<file path="src/rtl/writeback_queue.sv">
// ---------------------------------------------------------------------------
// writeback_queue
//   In-order writeback stage. Instructions leaving MEM are queued in program
//   order. ALU/CSR results are ready at once. Loads wait for their memory
//   response, which arrives in load issue order. The response is extracted
//   and extended, then merged into the entry. One register-file write
//   retires per cycle from the head of the queue.
//
// Ports
//   clk, rst        clock, asynchronous active-high reset
//   in_valid        MEM presents an instruction (0 = bubble)
//   in_ready        queue can accept this cycle (= not full)
//   in_rd_valid     instruction writes rd
//   in_rd_addr      destination register
//   in_rd_value     ALU/CSR result (ignored for loads)
//   in_instr_id     instruction id: 1=LB 2=LH 3=LW 4=LBU 5=LHU,
//                   anything else is a non-load
//   in_addr_lo      load effective address [1:0]
//   mem_rsp_valid   load data returning, in load issue order
//   mem_rsp_data    raw aligned word from memory
//   rd_addr_out     regfile write address (registered)
//   rd_value_out    regfile write data (registered, also forwarding source)
//   wr_en_out       regfile write enable (registered)
//   pending_mask    bit r set = a queued entry will write xr
//   empty           queue holds no entries
//   err_rsp         sticky: a memory response arrived with no load waiting
// ---------------------------------------------------------------------------
module writeback_queue #(
    parameter int XLEN       = 32,
    parameter int DEPTH      = 4,
    parameter int LOAD_ALIGN = 1
) (
    input  logic            clk,
    input  logic            rst,
    input  logic            in_valid,
    output logic            in_ready,
    input  logic            in_rd_valid,
    input  logic [4:0]      in_rd_addr,
    input  logic [XLEN-1:0] in_rd_value,
    input  logic [5:0]      in_instr_id,
    input  logic [1:0]      in_addr_lo,
    input  logic            mem_rsp_valid,
    input  logic [XLEN-1:0] mem_rsp_data,
    output logic [4:0]      rd_addr_out,
    output logic [XLEN-1:0] rd_value_out,
    output logic            wr_en_out,
    output logic [31:0]     pending_mask,
    output logic            empty,
    output logic            err_rsp
);

    localparam int PW = (DEPTH > 1) ? $clog2(DEPTH) : 1;

    localparam logic [5:0] INSTR_LB  = 6'd1;
    localparam logic [5:0] INSTR_LH  = 6'd2;
    localparam logic [5:0] INSTR_LW  = 6'd3;
    localparam logic [5:0] INSTR_LBU = 6'd4;
    localparam logic [5:0] INSTR_LHU = 6'd5;

    // Queue storage
    logic            r_vld [DEPTH];
    logic            r_ok  [DEPTH];   // value is final, entry may retire
    logic            r_ld  [DEPTH];
    logic [4:0]      r_rd  [DEPTH];
    logic [XLEN-1:0] r_val [DEPTH];
    logic [5:0]      r_id  [DEPTH];
    logic [1:0]      r_alo [DEPTH];

    logic [PW-1:0]   r_head;
    logic [PW-1:0]   r_tail;
    logic [PW:0]     r_count;

    logic            r_wr_en;
    logic [4:0]      r_rd_addr;
    logic [XLEN-1:0] r_rd_value;
    logic            r_err;

    logic            w_full;
    logic            w_is_load;
    logic            w_accept;
    logic            w_enq;
    logic [4:0]      w_enq_rd;
    logic            w_retire;
    logic            w_rsp_hit;
    logic [PW-1:0]   w_rsp_ptr;
    logic            w_rsp_match;
    logic [XLEN-1:0] w_rsp_ext;

    // Byte/half extraction with sign or zero extension.
    function automatic logic [XLEN-1:0] extract(input logic [5:0] id,
                                                input logic [1:0] alo,
                                                input logic [XLEN-1:0] d);
        logic [7:0]  b;
        logic [15:0] h;
        b = d[{alo, 3'b000} +: 8];
        h = d[{alo[1], 4'b0000} +: 16];
        if (LOAD_ALIGN == 0) begin
            extract = d;
        end else begin
            case (id)
                INSTR_LB:  extract = {{(XLEN-8){b[7]}}, b};
                INSTR_LBU: extract = {{(XLEN-8){1'b0}}, b};
                INSTR_LH:  extract = {{(XLEN-16){h[15]}}, h};
                INSTR_LHU: extract = {{(XLEN-16){1'b0}}, h};
                default:   extract = d;
            endcase
        end
    endfunction

    assign w_full    = (r_count == (PW+1)'(DEPTH));
    assign in_ready  = !w_full;
    assign empty     = (r_count == '0);
    assign w_is_load = (in_instr_id == INSTR_LB)  || (in_instr_id == INSTR_LH) ||
                       (in_instr_id == INSTR_LW)  || (in_instr_id == INSTR_LBU) ||
                       (in_instr_id == INSTR_LHU);
    assign w_accept  = in_valid && in_ready;
    // Loads always occupy a slot so they consume their response, even to x0.
    assign w_enq     = w_accept && (w_is_load || (in_rd_valid && in_rd_addr != 5'd0));
    assign w_enq_rd  = in_rd_valid ? in_rd_addr : 5'd0;
    assign w_retire  = r_vld[r_head] && r_ok[r_head];

    // Response pointer: oldest queued load still waiting for data, found by
    // scanning from the head. Entries enqueued this cycle are not yet
    // visible, so a same-cycle response can never match them.
    always_comb begin
        w_rsp_hit = 1'b0;
        w_rsp_ptr = '0;
        for (int k = 0; k < DEPTH; k++) begin
            logic [PW-1:0] pos;
            pos = r_head + PW'(k);
            if (!w_rsp_hit && r_vld[pos] && r_ld[pos] && !r_ok[pos]) begin
                w_rsp_hit = 1'b1;
                w_rsp_ptr = pos;
            end
        end
    end

    assign w_rsp_match = mem_rsp_valid && w_rsp_hit;
    assign w_rsp_ext   = extract(r_id[w_rsp_ptr], r_alo[w_rsp_ptr], mem_rsp_data);

    // Entry storage. Retire slot, enqueue slot and response slot are always
    // distinct: the head only retires when ready, the tail is free, and the
    // response target is an occupied, not-yet-ready load.
    always_ff @(posedge clk or posedge rst) begin
        if (rst) begin
            for (int i = 0; i < DEPTH; i++) begin
                r_vld[i] <= 1'b0;
                r_ok[i]  <= 1'b0;
                r_ld[i]  <= 1'b0;
                r_rd[i]  <= 5'd0;
                r_val[i] <= '0;
                r_id[i]  <= 6'd0;
                r_alo[i] <= 2'd0;
            end
        end else begin
            if (w_retire) begin
                r_vld[r_head] <= 1'b0;
            end
            if (w_enq) begin
                r_vld[r_tail] <= 1'b1;
                r_ok[r_tail]  <= !w_is_load;
                r_ld[r_tail]  <= w_is_load;
                r_rd[r_tail]  <= w_enq_rd;
                r_val[r_tail] <= in_rd_value;
                r_id[r_tail]  <= in_instr_id;
                r_alo[r_tail] <= in_addr_lo;
            end
            if (w_rsp_match) begin
                r_ok[w_rsp_ptr]  <= 1'b1;
                r_val[w_rsp_ptr] <= w_rsp_ext;
            end
        end
    end

    // Pointers and occupancy
    always_ff @(posedge clk or posedge rst) begin
        if (rst) begin
            r_head  <= '0;
            r_tail  <= '0;
            r_count <= '0;
        end else begin
            if (w_enq) begin
                r_tail <= r_tail + PW'(1);
            end
            if (w_retire) begin
                r_head <= r_head + PW'(1);
            end
            case ({w_enq, w_retire})
                2'b10:   r_count <= r_count + (PW+1)'(1);
                2'b01:   r_count <= r_count - (PW+1)'(1);
                default: r_count <= r_count;
            endcase
        end
    end

    // Register-file write port and sticky response error
    always_ff @(posedge clk or posedge rst) begin
        if (rst) begin
            r_wr_en    <= 1'b0;
            r_rd_addr  <= 5'd0;
            r_rd_value <= '0;
            r_err      <= 1'b0;
        end else begin
            r_wr_en <= w_retire && (r_rd[r_head] != 5'd0);
            if (w_retire) begin
                r_rd_addr  <= r_rd[r_head];
                r_rd_value <= r_val[r_head];
            end
            if (mem_rsp_valid && !w_rsp_hit) begin
                r_err <= 1'b1;
            end
        end
    end

    assign wr_en_out    = r_wr_en;
    assign rd_addr_out  = r_rd_addr;
    assign rd_value_out = r_rd_value;
    assign err_rsp      = r_err;

    // Pending-write mask: one-hot per occupied entry, ORed together. x0 never
    // contributes, so bit 0 stays clear.
    logic [DEPTH-1:0][31:0] w_entry_mask;

    for (genvar gi = 0; gi < DEPTH; gi++) begin : g_mask
        assign w_entry_mask[gi] = (r_vld[gi] && r_rd[gi] != 5'd0) ?
                                  (32'd1 << r_rd[gi]) : 32'd0;
    end

    always_comb begin
        pending_mask = 32'd0;
        for (int e = 0; e < DEPTH; e++) begin
            pending_mask = pending_mask | w_entry_mask[e];
        end
    end

endmodule

</file>
<file path="config.mk">
export PLATFORM = sky130hd
export DESIGN_NAME = writeback_queue
export DESIGN_NICKNAME = d
export VERILOG_FILES = /design/src/rtl/writeback_queue.sv
export SDC_FILE = /design/constraint.sdc
export NUM_CORES = 1
export LEC_CHECK = 0
export ABC_AREA = 1
export CORE_AREA = 2 2 185 169
export DETAILED_ROUTE_END_ITERATION = 16
export DIE_AREA = 0 0 187 171
export PLACE_DENSITY_LB_ADDON = 0.25
export RECOVER_POWER = 25
export SYNTH_ARGS = -nofsm -noshare
export SYNTH_HDL_FRONTEND = slang
export SYNTH_SLANG_ARGS = --single-unit
</file>
<file path="constraint.sdc">
create_clock -name clk -period 11.2 [get_ports clk]
set_input_delay 1.68 -clock clk [delete_from_list [all_inputs] [get_ports clk]]
set_output_delay 1.68 -clock clk [all_outputs]
set_load 0.05 [all_outputs]
</file>
==> flow_metrics.env, run 1 <==
export IMPL_finalNonFillerCells=2744
export IMPL_area_growth_pct=17.1
export IMPL_drtIter0Drc=1975
export IMPL_synth_main_ff_cell="dfrtp_1"
export IMPL_outcome="finished with violations"
export IMPL_final_area_mm2=0.0173
export IMPL_antenna_found_initial=0
export IMPL_num_vias=15200
export IMPL_cts_sinks=238
export IMPL_gp_congestion=0.935
export IMPL_worst_path_max_fanout=72
export IMPL_post_route_period_util_pct=65.9
export IMPL_synth_compound_area_share_pct=14.5
export IMPL_n_antenna_cell=0
export IMPL_portBuffers=153
export IMPL_avgSynthCellArea_um2=6.59
export IMPL_wl_met3_mm=4.18
export IMPL_hold_path_class="reg -> reg"
export IMPL_wire_per_inst_um=17.1
export IMPL_place_area_mm2=0.0164
export IMPL_p_leak_uw=0.00865
export IMPL_drtPass1Iterations=6
export IMPL_synth_edf_count=0
export IMPL_grt_overflow=0
export IMPL_async_reset_ff_share_pct=100
export IMPL_cts_tree="yes"
export IMPL_row_count=61
export IMPL_yosys_area_share_simple_pct=35.7
export IMPL_ys_seq_area_share_pct=40.3
export IMPL_drive_gt1_share_pct=4.58
export IMPL_synthCells=2241
export IMPL_fin_crit_ns=7.38
export IMPL_relSlewSlack_pct=-240
export IMPL_cp_required_ns=11.63
export IMPL_synth_warnings=0
export IMPL_post_route_worst_setup_slack_ns=3.82
export IMPL_die_y_um=171
export IMPL_cts_root_buf="clkbuf_16"
export IMPL_synth_top_family_by_area="simple AND/OR/NAND/NOR gates"
export IMPL_crit_path_cell_trace="clkbuf_1, nand2_1, nand3_1, nand2_1, nand3_2, nand4_1, nand2_2, nand2_4, nand2_1, nand2_1, nand2_1, nand2_1, nand2_1, nand2_1, nand2_1, nand2_1, nand2_1, and2_4, o21ai_1, nand2_1, nand2_1"
export IMPL_p_per_area_mw_per_mm2=340
export IMPL_grt_usage_pct=29.2
export IMPL_critPathMostFrequentCell="nand2_1"
export IMPL_skew_ns=0.0100
export IMPL_synth_area_mux_share_pct=0
export IMPL_critPathCaptureType="flop"
export IMPL_synth_xor_area_share_pct=0.237
export IMPL_place_inst=2696
export IMPL_highest_layer="met4"
export IMPL_htree_levels=1
export IMPL_startpoint_type="flop"
export IMPL_start_util_pct=48.7
export IMPL_cp_top_family="simple AND/OR/NAND/NOR gates"
export IMPL_synth_nets=2333
export IMPL_cts_max_path_buffers=3
export IMPL_finalHoldViolCount=0
export IMPL_max_cap_violations=2
export IMPL_io_pins=155
export IMPL_synth_distinct_cells=48
export IMPL_cts_setup_buffers=0
export IMPL_setup_violations=0
export IMPL_dieArea_mm2=0.0320
export IMPL_post_place_ws_ns=6.32
export IMPL_final_common_cell="nand2_1"
export IMPL_core_mm2=0.0303
export IMPL_path_class="reg -> reg"
export IMPL_fin_nets=2409
export IMPL_tightest_slew_ns=5.06
export IMPL_cp_num_buf_inv=1
export IMPL_hold_buffers=0
export IMPL_wl_met2_mm=20.8
export IMPL_cts_resized=0
export IMPL_fin_setup_tns_ns=0
export IMPL_clk_latency_ns=0.54
export IMPL_ys_ff_latch=238
export IMPL_crit_arrival_ns=7.80
export IMPL_grt_max_degree=114
export IMPL_syn_area_mm2=0.0148
export IMPL_ir_drop_mv=0.197
export IMPL_drc=0
export IMPL_cp_slowest_cell="clkbuf_1"
export IMPL_die_width_um=187
export IMPL_synthAdderAreaFrac_pct=0.898
export IMPL_rsz0062_at_grt="false"
export IMPL_drt_met1_wl_mm=20.5
export IMPL_maxSlewViolCount=187
export IMPL_grt_pass1_wl_mm=75.6
export IMPL_routed_wl_mm=46.9
export IMPL_grt_pass1_vias=14400
export IMPL_final_cell_mix="nand2_1, nor2_1, o21ai_0"
export IMPL_max_freq_mhz=136
export IMPL_routed_via_density=5.55
export IMPL_dp_final_hpwl_mm=29.6
export IMPL_drtAntennaViolNets=0
export IMPL_fin_total_pwr_uw=5880
export IMPL_crit_path_max_incr_delay_ns=2.67
export IMPL_clk_pin_slew_ns=0.06
export IMPL_cts_buffers_inserted=28
export IMPL_violations="capacitance limit, slew limit"
cell type report:
class	count	area, um^2
sequential	238	5960
clock buffer	43	808
inverter	176	662
tap	409	512
multi-input combinational	1701	7610
timing repair buffer	172	1670
clock inverter	5	78.8
fill	2932	13000
sequential cells by signal, indices dropped and copies added (netlist names), 4 cells and up:
signal        cells
r_id             24
r_ld              4
r_rd             20
r_vld             4
r_ok              4
rd_addr_out       5
r_val           128
rd_value_out     32
r_alo             8
metal layers:
| metal | vias up | GRT usage [%] |
|---|---|---|
| met5 | - | 0 |
| met3 | 110 | 4.08 |
| met1 | 7045 | 40.2 |
| met2 | 783 | 47.4 |
| met4 | 0 | 10.4 |
| li1 | 7293 | - |
path summary, 6_finish.rpt:
path | end | cells past startpoint | start | slack (ns)
min reg2reg | r_id[10]$_DFFE_PP0P_ | 2 | r_id[10]$_DFFE_PP0P_ | 0.47
min in group asynchronous | r_count[2]$_DFFE_PP0P_ | 2 | rst | 3.11
min | r_id[10]$_DFFE_PP0P_ | 2 | r_id[10]$_DFFE_PP0P_ | 0.47
max in group asynchronous | rd_value_out[21]$_DFFE_PP0P_ | 3 | rst | 5.56
max reg2reg | r_val[80]$_DFF_PP0_ | 21 | r_head[0]$_DFFE_PP0P_ | 3.82
max | r_val[80]$_DFF_PP0_ | 21 | r_head[0]$_DFFE_PP0P_ | 3.82
cell usage after synthesis (9+ instances only):
cell type	count	share of area, %
nand2_2	11	0.47
nand4_1	29	1.2
nor2_1	252	6.4
o211ai_1	33	1.7
a31oi_1	33	1.4
nor4_1	10	0.42
o21ai_0	248	8.4
nand2_1	886	23
a22oi_1	12	0.61
a21oi_1	27	0.92
inv_1	167	4.2
nand3_1	95	3.2
dfrtp_1	238	40
ha_1	9	0.76
buf_1	18	0.46
clkbuf_1	93	2.4
power by group:
part	switching, uW	internal [uW]	total, uW
logic	2370	1030	3410
clock network	352	537	890
registers	310	1270	1580
total	3040	2840	5880
worst reg2reg max path, cell delays in order (launching register included):
cell and delay [ns]:
dfrtp_1 0.94, clkbuf_1 2.68, nand2_1 0.27, nand3_1 0.24, nand2_1 0.11, nand3_2 0.16, nand4_1 0.18, nand2_2 0.26
nand2_4 0.17, nand2_1 0.10, nand2_1 0.06, nand2_1 0.10, nand2_1 0.63, nand2_1 0.23, nand2_1 0.12, nand2_1 0.08
nand2_1 0.08, nand2_1 0.10, and2_4 0.39, o21ai_1 0.22, nand2_1 0.10, nand2_1 0.06
stage by stage:
| stage | util [%] | hold WS (ns) |
|---|---|---|
| global placement | 54.2 | 0.449 |
| global route | 57.1 | 0.499 |
| finish | 57.1 | 0.473 |
| CTS | 57.1 | 0.478 |
| detailed placement | 54.2 | 0.463 |
| floorplan | - | 0.441 |
logic make-up (layout without fill, tap and decap cells):
group / Yosys count / after routing
AND/OR/NAND/NOR: 1311 / 1311
AO/OA/AOI/OAI: 375 / 375
buffers and inverters: 302 / 396
flip-flops: 238 / 238
adder cells (fa/ha/maj): 10 / 10
XOR/XNOR: 4 / 4
other: 1 / 1
No activity file was read; power rests on OpenSTA's default activity.
==> run 2, diff against run 1 <==
- clock period: 11.2 -> 7.3 ns (I/O delays scaled with it)
==> run 2 against run 1 <==
Net effect:
- the run still ends with capacitance limit, slew limit left
- sequential share of layout area grew 0.11 points
- largest power group unchanged
- routed wire length is 0.27% higher
- sequential power up 52%
- cell area fell by 0.30%
- first-iteration DRC count down 15%
- clock power rose by 46%
- total power grew 52%
- critical endpoint is now r_head[0]$_DFFE_PP0P_
- die area is the same
- cell count did not move
- highest routed layer unchanged
- critical path type is now in -> async
- worst hold slack worse by 0.014 ns
==> flow_metrics.env, run 2 (synthesis gave the netlist of run 1 again) <==
export IMPL_outcome="finished with violations"
export IMPL_violations="capacitance limit, slew limit"
export IMPL_swShare_pct=52.1
export IMPL_relSlewSlack_pct=-183
export IMPL_routed_via_density=5.53
export IMPL_antenna_found_initial=0
export IMPL_fin_total_pwr_uw=8910
export IMPL_row_count=61
export IMPL_hold_path_depth=1
export IMPL_final_cell_mix="nand2_1, nor2_1, o21ai_0"
export IMPL_core_mm2=0.0303
export IMPL_maxSlewViolCount=170
export IMPL_p_sw_uw=4650
export IMPL_io_pins=155
export IMPL_p_leak_uw=0.00861
export IMPL_fin_setup_tns_ns=0
export IMPL_htree_levels=1
export IMPL_setup_violations=0
export IMPL_area_growth_pct=16.8
export IMPL_cts_resized=0
export IMPL_ir_drop_mv=0.331
export IMPL_combPwrFrac_pct=58.4
export IMPL_min_from="err_rsp$_DFFE_PP0P_"
export IMPL_final_common_cell="nand2_1"
export IMPL_max_freq_mhz=184
export IMPL_tightest_slew_ns=4.25
export IMPL_drtPass1Iterations=6
export IMPL_clk_pin_slew_ns=0.06
export IMPL_finalHoldViolCount=0
export IMPL_p_clk_share_pct=14.6
export IMPL_hold_path_class="reg -> reg"
export IMPL_num_vias=15200
export IMPL_fin_crit_ns=5.44
export IMPL_p_per_area_mw_per_mm2=517
export IMPL_rsz0062_at_grt="false"
export IMPL_cts_root_buf="clkbuf_16"
export IMPL_grt_max_degree=170
export IMPL_path_class="in -> async"
export IMPL_crit_arrival_ns=4.75
export IMPL_fin_nets=2408
export IMPL_worst_path_max_fanout=169
export IMPL_cts_buffers_inserted=27
export IMPL_clk_latency_ns=0.55
export IMPL_fillers=2958
export IMPL_cts_setup_buffers=0
export IMPL_grt_usage_pct=29.6
export IMPL_pwr_share_seq_pct=26.9
export IMPL_dp_final_hpwl_mm=29.3
export IMPL_worst_r2r_setup_slack_ns=2.47
export IMPL_cts_tree="yes"
export IMPL_grt_pass1_vias=14900
export IMPL_hold_ws_ns=0.459
export IMPL_critPathCaptureType="asynchronous set/reset pin"
export IMPL_post_route_period_util_pct=74.5
export IMPL_drtAntennaViolNets=0
export IMPL_grt_pass1_wl_mm=76.6
export IMPL_cts_max_path_buffers=3
export IMPL_regMostFlops="r_val"
export IMPL_gp_congestion=0.955
export IMPL_wire_per_inst_um=17.1
export IMPL_drtIter0Drc=1670
export IMPL_hold_buffers=0
export IMPL_largest_register_ffs=128
export IMPL_r2r_end="r_val[17]$_DFF_PP0_"
export IMPL_skew_ns=0.0195
export IMPL_cts_sinks=238
export IMPL_cp_required_ns=6.62
export IMPL_portBuffers=153
export IMPL_die_y_um=171
export IMPL_die_width_um=187
export IMPL_drc=0
export IMPL_whs_endpoint="err_rsp$_DFFE_PP0P_"
export IMPL_n_antenna_cell=0
export IMPL_dieArea_mm2=0.0320
export IMPL_routed_wl_mm=47.0
export IMPL_startpoint_type="primary input"
export IMPL_rr_startpoint="r_head[0]$_DFFE_PP0P_"
export IMPL_reg2regPathDepth=21
export IMPL_max_cap_violations=1
export IMPL_drive_gt1_share_pct=4.63
export IMPL_internal_power_uw=4270
export IMPL_start_util_pct=48.7
export IMPL_grt_overflow=0
run 2: cell count changes in the layout (fill, tap and decap cells not counted), sizes merged:
cell | before | now
clkbuf | 44 | 46
bufinv | 2 | 0
clkinv | 4 | 2
clkinvlp | 1 | 3
run 2: final cells by class:
cell class | count | area, um^2 | area share, %
Timing Repair Buffer | 172 | 1670 | 9.69
Clock inverter | 3 | 20.0 | 0.116
Sequential cell | 238 | 5960 | 34.5
Clock buffer | 45 | 813 | 4.72
Multi-Input combinational cell | 1701 | 7610 | 44.1
Tap cell | 409 | 512 | 2.97
Inverter | 176 | 664 | 3.85
run 2: how the worst max path moves through the flow:
stage               slack [ns]               endpoint                  start
global route               1.0  r_head[0]$_DFFE_PP0P_                    rst
finish                    1.86  r_head[0]$_DFFE_PP0P_                    rst
CTS                       2.56    r_val[81]$_DFF_PP0_  r_head[0]$_DFFE_PP0P_
floorplan                 3.09    err_rsp$_DFFE_PP0P_                    rst
detailed placement        2.57   r_val[113]$_DFF_PP0_  r_head[0]$_DFFE_PP0P_
global placement          2.78    r_val[17]$_DFF_PP0_  r_head[0]$_DFFE_PP0P_
run 2: worst max-delay path, cell delays in order:
cell	delay (ns)
dlygate4sd3_1	0.57
clkinvlp_4	0.07
clkbuf_2	2.85
run 2: power by group through the flow:
stage	clock [uW]	combinational [uW]	sequential (uW)
2_1_floorplan	0	3630	2600
3_3_place_gp	0	5040	2390
3_5_place_dp	0	5150	2410
4_1_cts	1320	5180	2390
5_1_grt	1370	5850	2470
6_report	1300	5210	2400
run 2: stage by stage:
| stage | setup WS [ns] | util (%) | std cells | cell area, um^2 |
|---|---|---|---|---|
| after floorplan | 3.09 | - | 2241 | 14800 |
| after global routing | 0.998 | 56.9 | 2744 | 17200 |
| after global placement | 2.78 | 54.2 | 2696 | 16400 |
| final | 1.86 | 56.9 | 2744 | 17200 |
| after detailed placement | 2.57 | 54.2 | 2696 | 16400 |
| after CTS | 2.56 | 57.0 | 2744 | 17300 |
run 2: metal layers:
layer | up-vias | track usage, % | share of wire (%)
met4 | 0 | 9.28 | 2.7
met5 | - | 0 | 0
li1 | 7294 | - | -
met2 | 690 | 49.1 | 45
met1 | 7096 | 39.5 | 43
met3 | 100 | 5.27 | 9.0
==> run 3, diff against run 2 <==
- clock period: 7.3 -> 5.57 ns (I/O delays scaled with it)
==> run 3 against run 2 <==
Net effect:
- largest power group unchanged
- critical endpoint is now r_val[18]$_DFF_PP0_
- worst hold slack improved by 0.0066 ns
- the run still ends with capacitance limit, slew limit left
- non-clock buffer count increased by 6
- via count increased by 1.3%
==> flow_metrics.env, run 3 (synthesis gave the netlist of run 1 again) <==
export IMPL_cts_root_buf="clkbuf_16"
export IMPL_max_freq_mhz=221
export IMPL_area_growth_pct=18.3
export IMPL_hold_buffers=0
export IMPL_outcome="finished with violations"
export IMPL_row_count=61
export IMPL_final_cell_mix="nand2_1, nor2_1, o21ai_0"
export IMPL_io_pins=155
export IMPL_wl_met3_mm=4.29
export IMPL_final_common_cell="nand2_1"
export IMPL_worst_path_max_fanout=17
export IMPL_portBuffers=153
export IMPL_tightest_slew_ns=1.91
export IMPL_path_class="reg -> reg"
export IMPL_grt_usage_pct=29.7
export IMPL_cts_sinks=238
export IMPL_pwr_share_seq_pct=26.5
export IMPL_finalHoldViolCount=0
export IMPL_fin_nets=2415
export IMPL_reg2regPathDepth=18
export IMPL_crit_path_max_incr_delay_ns=0.79
export IMPL_wl_met2_mm=21.3
export IMPL_combPwrFrac_pct=57.1
export IMPL_startpoint_type="flop"
export IMPL_routed_wl_mm=47.7
export IMPL_cp_required_ns=6.00
export IMPL_rr_startpoint="r_head[1]$_DFFE_PP0P_"
export IMPL_antenna_found_initial=0
export IMPL_relSlewSlack_pct=-27.3
export IMPL_routed_via_density=5.58
export IMPL_violations="capacitance limit, slew limit"
export IMPL_crit_path_cell_trace="inv_1, ha_1, inv_1, nor2_1, nor2_2, nand3_1, or2_1, nand2_2, inv_2, nand2_1, nand2_2, nand2_1, nand2_1, nand2_1, and2_4, o21ai_1, nand2_1, nand2_1"
export IMPL_clk_latency_ns=0.56
export IMPL_critPathMostFrequentCell="nand2_1"
export IMPL_maxSlewViolCount=113
export IMPL_crit_arrival_ns=4.96
export IMPL_setup_violations=0
export IMPL_regMostFlops="r_val"
export IMPL_cts_setup_buffers=0
export IMPL_highest_layer="met4"
export IMPL_clk_pin_slew_ns=0.06
export IMPL_num_vias=15400
export IMPL_post_route_period_util_pct=81.3
export IMPL_cts_buffers_inserted=28
export IMPL_htree_levels=1
export IMPL_worst_r2r_setup_slack_ns=1.04
export IMPL_whs_endpoint="err_rsp$_DFFE_PP0P_"
export IMPL_critPathCaptureType="flop"
export IMPL_die_y_um=171
export IMPL_p_leak_uw=0.00874
export IMPL_dp_final_hpwl_mm=31.2
export IMPL_largest_register_ffs=128
export IMPL_internal_power_uw=5820
export IMPL_dieArea_mm2=0.0320
export IMPL_p_clk_share_pct=16.4
export IMPL_rsz0062_at_grt="false"
export IMPL_grt_overflow=0
export IMPL_hold_path_class="reg -> reg"
export IMPL_place_area_mm2=0.0165
export IMPL_fin_setup_tns_ns=0
export IMPL_die_width_um=187
export IMPL_hold_path_depth=1
export IMPL_wire_per_inst_um=17.3
export IMPL_p_sw_uw=6180
export IMPL_critPathLaunch="r_head[1]$_DFFE_PP0P_"
export IMPL_r2r_end="r_val[18]$_DFF_PP0_"
export IMPL_grt_pass1_vias=14700
export IMPL_gp_congestion=0.972
export IMPL_core_mm2=0.0303
export IMPL_drt_met1_wl_mm=20.4
export IMPL_drtIter0Drc=1474
export IMPL_swShare_pct=51.5
export IMPL_drtPass1Iterations=6
export IMPL_grt_pass1_wl_mm=76.3
export IMPL_final_area_mm2=0.0175
export IMPL_grt_max_degree=129
export IMPL_drive_gt1_share_pct=5.50
export IMPL_max_cap_violations=2
export IMPL_p_per_area_mw_per_mm2=687
export IMPL_skew_ns=0.0286
export IMPL_cts_max_path_buffers=3
export IMPL_drtAntennaViolNets=0
export IMPL_ir_drop_mv=0.446
export IMPL_drc=0
export IMPL_start_util_pct=48.7
export IMPL_min_from="err_rsp$_DFFE_PP0P_"
export IMPL_cts_resized=0
export IMPL_cp_slowest_cell="dfrtp_1"
export IMPL_fin_crit_ns=4.53
export IMPL_cts_tree="yes"
export IMPL_n_antenna_cell=0
[run 3: changes by cell type in the layout (fill, tap and decap cells not counted), sizes merged]
| cell | previous run | this run |
|---|---|---|
| clkbuf | 46 | 35 |
| clkinv | 2 | 9 |
| buf | 18 | 24 |
| bufinv | 0 | 4 |
| clkinvlp | 3 | 5 |
| inv | 174 | 176 |
[run 3: worst max path at each step]
| stage | depth (start not counted) | slack [ns] | end |
|---|---|---|---|
| global route | 18 | 0.60 | r_val[18]$_DFF_PP0_ |
| CTS | 18 | 1.15 | r_val[18]$_DFF_PP0_ |
| detailed placement | 18 | 1.19 | r_val[48]$_DFF_PP0_ |
| global placement | 11 | 1.30 | r_rd[7]$_DFFE_PP0P_ |
| finish | 18 | 1.04 | r_val[18]$_DFF_PP0_ |
| floorplan | 1 | 1.61 | err_rsp$_DFFE_PP0P_ |
[run 3: cell type report]
cell class	count	area [um^2]
sequential	238	5960
inverter	176	662
fill	2934	12800
timing repair buffer	178	1730
clock inverter	18	210
multi-input combinational	1701	7610
clock buffer	34	795
tap	409	512
[run 3: layer usage]
layer  GRT usage, %  vias up
li1               -     7310
met1           39.7     7127
met2           48.5      795
met3           4.66      142
met4           12.3        0
met5              0        -
[run 3: power groups by stage]
stage / Clock, uW / Combinational, uW / Sequential, uW
floorplan: 0 / 4760 / 3410
global placement: 0 / 6640 / 3150
detailed placement: 0 / 6770 / 3180
CTS: 1990 / 6800 / 3150
global route: 2060 / 7650 / 3260
finish: 1970 / 6850 / 3180
[run 3: per-stage QoR]
stage          std cells  hold WS, ns  utilization, %  worst slack (ns)  power, uW
2_1_floorplan       2241        0.441               -              1.61       8170
3_3_place_gp        2702        0.454            54.4              1.30       9790
3_5_place_dp        2702        0.453            54.4              1.19       9940
4_1_cts             2754        0.466            57.7              1.15      12000
5_1_grt             2754        0.490            57.7             0.600      13000
6_report            2754        0.466            57.7              1.04      12000
[run 3: worst max-delay path, delay by kind of cell (launching register included)]
| family | cells | cell delay (ns) |
|---|---|---|
| compound gates | 1 | 0.21 |
| fa+ha+maj | 1 | 0.42 |
| flops | 1 | 0.79 |
| simple gates | 13 | 2.36 |
| buf+inv | 3 | 0.62 |
